**src/rtl/ada_pkg.sv**
```systemverilog
// Shared constants and types for the ada integer register file.
package ada_pkg;

  localparam int unsigned ADA_REG_DATA_W = 32;
  localparam int unsigned ADA_REG_ADDR_W = 5;

  typedef logic [ADA_REG_ADDR_W-1:0] reg_addr_t;
  typedef logic [ADA_REG_DATA_W-1:0] word_t;

  localparam reg_addr_t ADA_ZERO_REG = 5'd0;

endpackage

```
**src/rtl/ada_regfile_2r1w_if.sv**
```systemverilog
// Operand-fetch / writeback bus of the ada register file.
// The master drives addresses and write data; the slave (register file) returns read data.
interface ada_regfile_2r1w_if
  import ada_pkg::*;
#(
  parameter int unsigned DATA_WIDTH = ADA_REG_DATA_W,
  parameter int unsigned ADDR_WIDTH = ADA_REG_ADDR_W
) ();

  logic [ADDR_WIDTH-1:0] read_addr_a;
  logic [ADDR_WIDTH-1:0] read_addr_b;
  logic [ADDR_WIDTH-1:0] write_addr;
  logic [DATA_WIDTH-1:0] write_data;
  logic                  we;
  logic [DATA_WIDTH-1:0] read_data_a;
  logic [DATA_WIDTH-1:0] read_data_b;

  modport master (
    output read_addr_a, read_addr_b, write_addr, write_data, we,
    input  read_data_a, read_data_b
  );

  modport slave (
    input  read_addr_a, read_addr_b, write_addr, write_data, we,
    output read_data_a, read_data_b
  );

endinterface

```
**src/rtl/ada_rf_read_port.sv**
```systemverilog
// One combinational read port: 2**ADDR_WIDTH:1 mux, zero-register masking and, when
// ADA_RF_BYPASS_EN is defined, same-cycle forwarding of the write port.
module ada_rf_read_port
  import ada_pkg::*;
#(
  parameter int unsigned DATA_WIDTH = ADA_REG_DATA_W,
  parameter int unsigned ADDR_WIDTH = ADA_REG_ADDR_W
) (
  input  logic [2**ADDR_WIDTH-1:0][DATA_WIDTH-1:0] i_regs,
  input  logic [ADDR_WIDTH-1:0]                    i_addr,
  input  logic                                     i_we,
  input  logic                                     i_rst,
  input  logic [ADDR_WIDTH-1:0]                    i_waddr,
  input  logic [DATA_WIDTH-1:0]                    i_wdata,
  output logic [DATA_WIDTH-1:0]                    o_data
);

  logic [DATA_WIDTH-1:0] w_data;

  always_comb begin
    w_data = i_regs[i_addr];
`ifdef ADA_RF_BYPASS_EN
    if (i_we && !i_rst && (i_waddr == i_addr)) begin
      w_data = i_wdata;
    end
`endif
    // Masking last also blocks forwarding of writes aimed at register 0.
    if (i_addr == ADDR_WIDTH'(ADA_ZERO_REG)) begin
      w_data = '0;
    end
  end

`ifndef ADA_RF_BYPASS_EN
  logic w_unused_bypass;
  assign w_unused_bypass = ^{i_we, i_rst, i_waddr, i_wdata};
`endif

  assign o_data = w_data;

endmodule

```
**src/rtl/ada_regfile_2r1w.sv**
```systemverilog
// 2-read/1-write flop-based integer register file, register 0 hardwired to zero.
// Optional same-cycle write forwarding with `define ADA_RF_BYPASS_EN.
module ada_regfile_2r1w
  import ada_pkg::*;
#(
  parameter int unsigned DATA_WIDTH = ADA_REG_DATA_W,
  parameter int unsigned ADDR_WIDTH = ADA_REG_ADDR_W
) (
  input logic                clk,
  input logic                rst,
  ada_regfile_2r1w_if.slave  bus
);

  localparam int unsigned DEPTH = 2 ** ADDR_WIDTH;

  logic [DEPTH-1:0][DATA_WIDTH-1:0] w_regs;

  assign w_regs[0] = '0;

  // Only entries 1..DEPTH-1 have storage.
  for (genvar i = 1; i < DEPTH; i++) begin : g_reg
    logic                  w_wr_sel;
    logic [DATA_WIDTH-1:0] r_q;

    assign w_wr_sel = bus.we && (bus.write_addr == ADDR_WIDTH'(i));

    always_ff @(posedge clk or posedge rst) begin
      if (rst) begin
        r_q <= '0;
      end else if (w_wr_sel) begin
        r_q <= bus.write_data;
      end
    end

    assign w_regs[i] = r_q;
  end

  ada_rf_read_port #(
    .DATA_WIDTH (DATA_WIDTH),
    .ADDR_WIDTH (ADDR_WIDTH)
  ) u_read_port_a (
    .i_regs  (w_regs),
    .i_addr  (bus.read_addr_a),
    .i_we    (bus.we),
    .i_rst   (rst),
    .i_waddr (bus.write_addr),
    .i_wdata (bus.write_data),
    .o_data  (bus.read_data_a)
  );

  ada_rf_read_port #(
    .DATA_WIDTH (DATA_WIDTH),
    .ADDR_WIDTH (ADDR_WIDTH)
  ) u_read_port_b (
    .i_regs  (w_regs),
    .i_addr  (bus.read_addr_b),
    .i_we    (bus.we),
    .i_rst   (rst),
    .i_waddr (bus.write_addr),
    .i_wdata (bus.write_data),
    .o_data  (bus.read_data_b)
  );

endmodule

```
**src/flat_wrapper.sv**
```systemverilog
// flat-port wrapper written by rule: the top's interface ports become plain ports
module ada_regfile_2r1w_flat import ada_pkg::*;
#(
  parameter int unsigned DATA_WIDTH = ADA_REG_DATA_W,
  parameter int unsigned ADDR_WIDTH = ADA_REG_ADDR_W
)
  (clk, rst, bus_read_addr_a, bus_read_addr_b, bus_write_addr, bus_write_data, bus_we, bus_read_data_a, bus_read_data_b);
  ada_regfile_2r1w_if #(.DATA_WIDTH(DATA_WIDTH), .ADDR_WIDTH(ADDR_WIDTH)) bus_i ();
  input logic clk;
  input logic rst;
  input wire logic [$bits(bus_i.read_addr_a)-1:0] bus_read_addr_a;
  input wire logic [$bits(bus_i.read_addr_b)-1:0] bus_read_addr_b;
  input wire logic [$bits(bus_i.write_addr)-1:0] bus_write_addr;
  input wire logic [$bits(bus_i.write_data)-1:0] bus_write_data;
  input wire logic [$bits(bus_i.we)-1:0] bus_we;
  output wire logic [$bits(bus_i.read_data_a)-1:0] bus_read_data_a;
  output wire logic [$bits(bus_i.read_data_b)-1:0] bus_read_data_b;
  assign bus_i.read_addr_a = bus_read_addr_a;
  assign bus_i.read_addr_b = bus_read_addr_b;
  assign bus_i.write_addr = bus_write_addr;
  assign bus_i.write_data = bus_write_data;
  assign bus_i.we = bus_we;
  assign bus_read_data_a = bus_i.read_data_a;
  assign bus_read_data_b = bus_i.read_data_b;
  ada_regfile_2r1w #(.DATA_WIDTH(DATA_WIDTH), .ADDR_WIDTH(ADDR_WIDTH)) u_core (.clk(clk), .rst(rst), .bus(bus_i));
endmodule
```
**config.mk**
```make
export PLATFORM = sky130hd
export DESIGN_NAME = ada_regfile_2r1w_flat
export DESIGN_NICKNAME = d
export VERILOG_FILES = /design/src/rtl/ada_pkg.sv /design/src/rtl/ada_regfile_2r1w_if.sv /design/src/rtl/ada_rf_read_port.sv /design/src/rtl/ada_regfile_2r1w.sv /design/src/flat_wrapper.sv
export SDC_FILE = /design/constraint.sdc
export NUM_CORES = 2
export LEC_CHECK = 0
export BUFFER_PORTS_ARGS = -buffer_cell sky130_fd_sc_hd__buf_4
export CAP_MARGIN = 20
export CORE_MARGIN = 3
export CORE_UTILIZATION = 55
export CTS_CLUSTER_SIZE = 10
export DETAILED_ROUTE_END_ITERATION = 10
export PLACE_DENSITY = 0.71
export SKIP_CTS_REPAIR_TIMING = 1
export SLEW_MARGIN = 25
export SYNTH_ARGS = -nofsm -noshare
export SYNTH_HDL_FRONTEND = slang
export SYNTH_SLANG_ARGS = --single-unit
```
**constraint.sdc**
```tcl
create_clock -name clk -period 39.2 [get_ports clk]
set_clock_uncertainty 0.15 [all_clocks]
set_input_delay 0 -clock clk [delete_from_list [all_inputs] [get_ports clk]]
set_output_delay 0 -clock clk [all_outputs]
set_load 0.005 [all_outputs]
```
* Yosys cells after proc, flatten, opt, wreduce, memory -nomap -nowiden *
Cells that the tools add are included.

word-level totals
  flip-flop bits (word level) = 992
  latch bits = 0
  RAM bits = 0
  ROM bits = 0
  input bits = 50
  output and inout bits = 64
  memories = 0

operators by class
  add/sub/neg operators = 0
  $mul = 0
  div/mod/pow operators = 0
  order comparisons = 2
  equality and inequality tests = 31
  shifts and indexed selects = 0
  muxes and demuxes = 6
  bitwise gates (word level) = 0
  reduce and logical (&&, ||, !) cells = 33

operators with widths
  kind                  count
  $bmux W32 S5          2
  $mux W32              4
  $eq A5 B5 Y1 const B  16
  $eq A5 B4 Y1 const B  8
  $logic_and A1 B1 Y1   31
  $eq A5 B3 Y1 const B  4
  $lt A5 B6 Y1 const B  2
  $eq A5 B2 Y1 const B  2
  $logic_not A5 Y1      2
  $eq A5 B1 Y1 const B  1

* Depth between registers and ports, before layout *
  depth in word-level cells = 3
  mapped depth = 9
  gate-level depth less buffers = 4

* Modules after synthesis *
From an unflattened synthesis, not the netlist that was laid out.

second synthesis, totals
  cells, all modules = 3,553
  area total of the unflattened synthesis = 53,834.1 um^2

modules (own cells, without submodules)
  module            times used  cells each  area an instance (um^2)
  ada_regfile_2r1w  1           2,225       37,098.1
  ada_rf_read_port  2           664         8,368.0

* Worst setup path after synthesis *
OpenSTA, ideal clock, no wires.

  path kind = register to output
  start point = reg u_core.g_reg[15].r_q[30]
  end point = out bus_read_data_a[30]
  arrival = 1.485 ns
  setup slack = 37.565 ns
  stages on the path, launching flop included = 4
  cell sequence = dfrtp_1 > mux4_2 > mux4_2 > o211a_1

between the ends
  word-level cells in the longest chain between the ends = 3

RTL lines
  what                            RTL line                RTL
  start: declaration              ada_regfile_2r1w.sv:23  logic [DATA_WIDTH-1:0] r_q;
  start signal: assignment        ada_regfile_2r1w.sv:31  r_q <= bus.write_data;
  $bmux W32 S5                    ada_rf_read_port.sv:21  w_data = i_regs[i_addr];
  $mux W32 (not written as such)  ada_rf_read_port.sv:21
  $mux W32                        ada_rf_read_port.sv:28  if (i_addr == ADDR_WIDTH'(ADA_ZERO_REG)) begin
  end: declaration                flat_wrapper.sv:16      output wire logic [$bits(bus_i.read_data_a)-1:0] bus_read_data_a;

No other way between the ends. The select of a mux whose other input is x is not followed.

==> impl_metrics.py <==
metrics = {
    "outcome": {
        "outcome": "finished, final reports clean",
    },
    "yosys": {
        "synth_area_per_cell_sq_um": 12.9,
        "synth.yosys.seq_area_share_pct": 46.5,
        "synthTopCellsByCount": "mux2_2 (1049), dfrtp_1 (992), mux2i_1 (698)",
        "yosys.area.top_type": "dfrtp_1",
        "synth.most_common_cell": "mux2_2",
        "synth_nets": 4199,
        "netlist_area_sq_um": 53400,
        "ys_warn_count": 0,
        "ys_types": 39,
        "ys_ff_latch": 992,
        "synth-edff-count": 0,
        "post-synth-top-area-fraction_pct": 46.5,
        "synth_ff_type": "dfrtp_1",
        "synthTopCellsByArea": "dfrtp_1 (46%), mux2_2 (22%), mux2i_1 (13%)",
        "synthArstFlopShare_pct": 100,
        "postSynthCellCount": 4149,
    },
    "grt": {
        "grt_use_total_pct": 32.6,
        "use_met2_pct": 50.4,
        "grt_max_degree": 176,
        "antenna_found_initial": 4,
        "grt_pass1_vias": 37300,
        "gr-usage-met3_pct": 6.07,
        "busiest_layer": "met2",
        "grt_overflow": 0,
        "grt_pass1_wl_mm": 249,
        "use_met1_pct": 45.7,
    },
    "cells_and_area": {
        "area_delta_synth_final_pct": 9.35,
        "instances_no_fill": 5388,
        "drive_gt1_share_pct": 37.5,
        "multi_input_area_sq_um": 26900,
        "reg_top3": "u_core.g.r_q: 992 flops",
        "largest_register_ffs": 992,
        "largest_register": "u_core.g.r_q",
        "fin_util_pct": 61.0,
        "final_nets": 4135,
        "seq_area_sq_um": 24800,
        "fill_cells": 7526,
    },
    "worst_setup_path": {
        "r2r-start": "u_core.g_reg[14].r_q[23]$_DFFE_PP0P_",
        "r2r_setup_slack_ps": 37690,
        "end_kind": "async pin",
        "rr_worst_depth": 2,
        "critPathBufInv": 8,
        "worstSetupStartpointType": "input pin",
        "cpMostUsedCell": "buf_4",
        "crit_path_max_incr_delay_ps": 800,
        "rr_endpoint": "u_core.g_reg[14].r_q[23]$_DFFE_PP0P_",
        "critPathMaxFanout": 114,
        "arrival_ps": 5030,
        "required_ps": 39790,
        "slowest_stage": "buf_4",
        "crit_path_cell_trace": "dlygate4sd3_1 > buf_4 > dlygate4sd3_1 > inv_8 > buf_4 > buf_4 > buf_4 > buf_6",
        "critPathKind": "in -> async",
        "critPathTopFamily": "buffers and inverters",
    },
    "pwr": {
        "clkPwrFrac_pct": 32.2,
        "leakagePower_nw": 26.9,
        "power.density_nw_per_um2": 49.6,
        "p_sw_mw": 0.825,
        "internal_power_mw": 2.08,
        "p_comb_share_pct": 20.1,
        "seqPwrFrac_pct": 47.6,
        "sw_frac_of_total_pct": 28.4,
        "ir_drop_mv": 0.0369,
    },
    "die": {
        "start_util_pct": 55.8,
        "core_sq_um": 95700,
        "dieArea_sq_um": 101000,
        "io-pin-count": 114,
        "die_y_um": 318,
        "die_w_um": 318,
        "num_rows": 113,
    },
    "sta": {
        "final_hold_viol_count": 0,
        "period_needed_ps": 4440,
        "slew_headroom_pct": 27.3,
        "totalNegativeSetupSlack_ps": 0,
        "finalSetupViolations": 0,
        "maxSlewViolCount": 0,
        "worst_slew_pin_slew_ps": 1090,
        "rsz0062_at_grt": "no",
        "fmax_mhz": 225,
        "whs_ps": 190,
        "fin_crit_sh_pct": 11.3,
    },
    "worst_hold_path": {
        "holdPathEnd": "u_core.g_reg[18].r_q[19]$_DFFE_PP0P_",
        "min_from": "bus_write_data[19]",
        "holdPathStages": 3,
        "hold_class": "in -> reg",
    },
    "detailed_routing": {
        "dr.pass1.iters": 6,
        "vias": 37300,
        "wl_per_cell_um": 31.3,
        "ant_nets": 0,
        "drt-initial-drc-count": 4303,
        "routed_wl_mm": 169,
        "drc": 0,
        "vias_per_cell": 6.93,
    },
    "cts": {
        "cts_root_buf": "clkbuf_16",
        "numCtsBuffers": 112,
        "cts.clk_slew.worst_paths_ps": 50,
        "cts_sinks": 992,
        "worstSkewPairLatency_ps": 710,
        "clockBufferDepth": 3,
        "cts_tree": "yes",
        "h-tree-depth": 3,
    },
    "flow_run": {
        "cap_violations": 0,
    },
    "place": {
        "hpwl_mm": 99.3,
        "io_buffers": 113,
        "place_congestion": 0.855,
        "placedCellCount": 5193,
    },
}
cell type report:
cell class	count	share of cell area (%)
Antenna cell	2	0.00857
Inverter	3	0.0321
Clock inverter	7	0.137
Clock buffer	143	5.12
Tap cell	1265	2.71
Multi-Input combinational cell	2722	46.0
Sequential cell	992	42.5
Timing Repair Buffer	254	3.54
logic make-up after synthesis:
kind of cell	synth area share [%]
AOI/OAI and AO/OA	6.58
buffers and inverters	3.86
DFF	46.5
and+or+nand+nor	3.55
muxes	39.5
power groups by stage:
stage          Combinational [mW]  Sequential, mW  Clock (mW)
2_1_floorplan               0.454            1.35           0
3_3_place_gp                0.559            1.38           0
3_5_place_dp                0.576            1.39           0
4_1_cts                     0.578            1.37       0.946
5_1_grt                     0.632            1.40       0.988
6_report                    0.584            1.38       0.935
cells in the final DEF, fill, tap and decap left out, drive strengths merged, types with 10 or more instances in the layout:
| cell type | instances |
|---|---|
| nor4 | 31 |
| a221o | 32 |
| mux2 | 1056 |
| buf | 211 |
| nor2 | 14 |
| a22oi | 156 |
| nand2b | 10 |
| dlygate4sd3 | 43 |
| a22o | 32 |
| nor3 | 129 |
| nand3 | 34 |
| o22ai | 194 |
| mux4 | 100 |
| o211a | 32 |
| a31oi | 31 |
| mux2i | 698 |
| dfrtp | 992 |
| nand2 | 141 |
| clkbuf | 143 |
worst min-delay path: cells and delay by family:
kind | cells | cell delay (ps)
multiplexers | 1 | 180
buffers and inverters | 2 | 800
metal layers:
| layer | up-vias | share of wire, % |
|---|---|---|
| met4 | 2 | 4.2 |
| li1 | 15500 | - |
| met3 | 433 | 8.5 |
| met2 | 1719 | 46 |
| met5 | - | 0.0077 |
| met1 | 19700 | 42 |
worst max-delay path by stage:
stage,from,to,slack [ps],cells after the start
after global placement,rst,u_core.g_reg[28].r_q[14]$_DFFE_PP0P_,34750,6
after floorplan,rst,u_core.g_reg[10].r_q[0]$_DFFE_PP0P_,11140,1
after detailed placement,rst,u_core.g_reg[28].r_q[14]$_DFFE_PP0P_,34750,6
final,rst,u_core.g_reg[24].r_q[14]$_DFFE_PP0P_,34760,8
after global routing,rst,u_core.g_reg[26].r_q[17]$_DFFE_PP0P_,34190,8
after CTS,bus_read_addr_a[0],bus_read_data_a[5],34970,9
through the flow:
stage	total power [mW]	instance area [sq um]	setup slack, ps
after floorplan	1.80	53400	11140
after global placement	1.94	54900	34750
after detailed placement	1.97	54900	34750
after CTS	2.90	58000	34970
after global routing	3.02	58400	34190
final	2.90	58400	34760
Power figures use the tool's default switching activity.
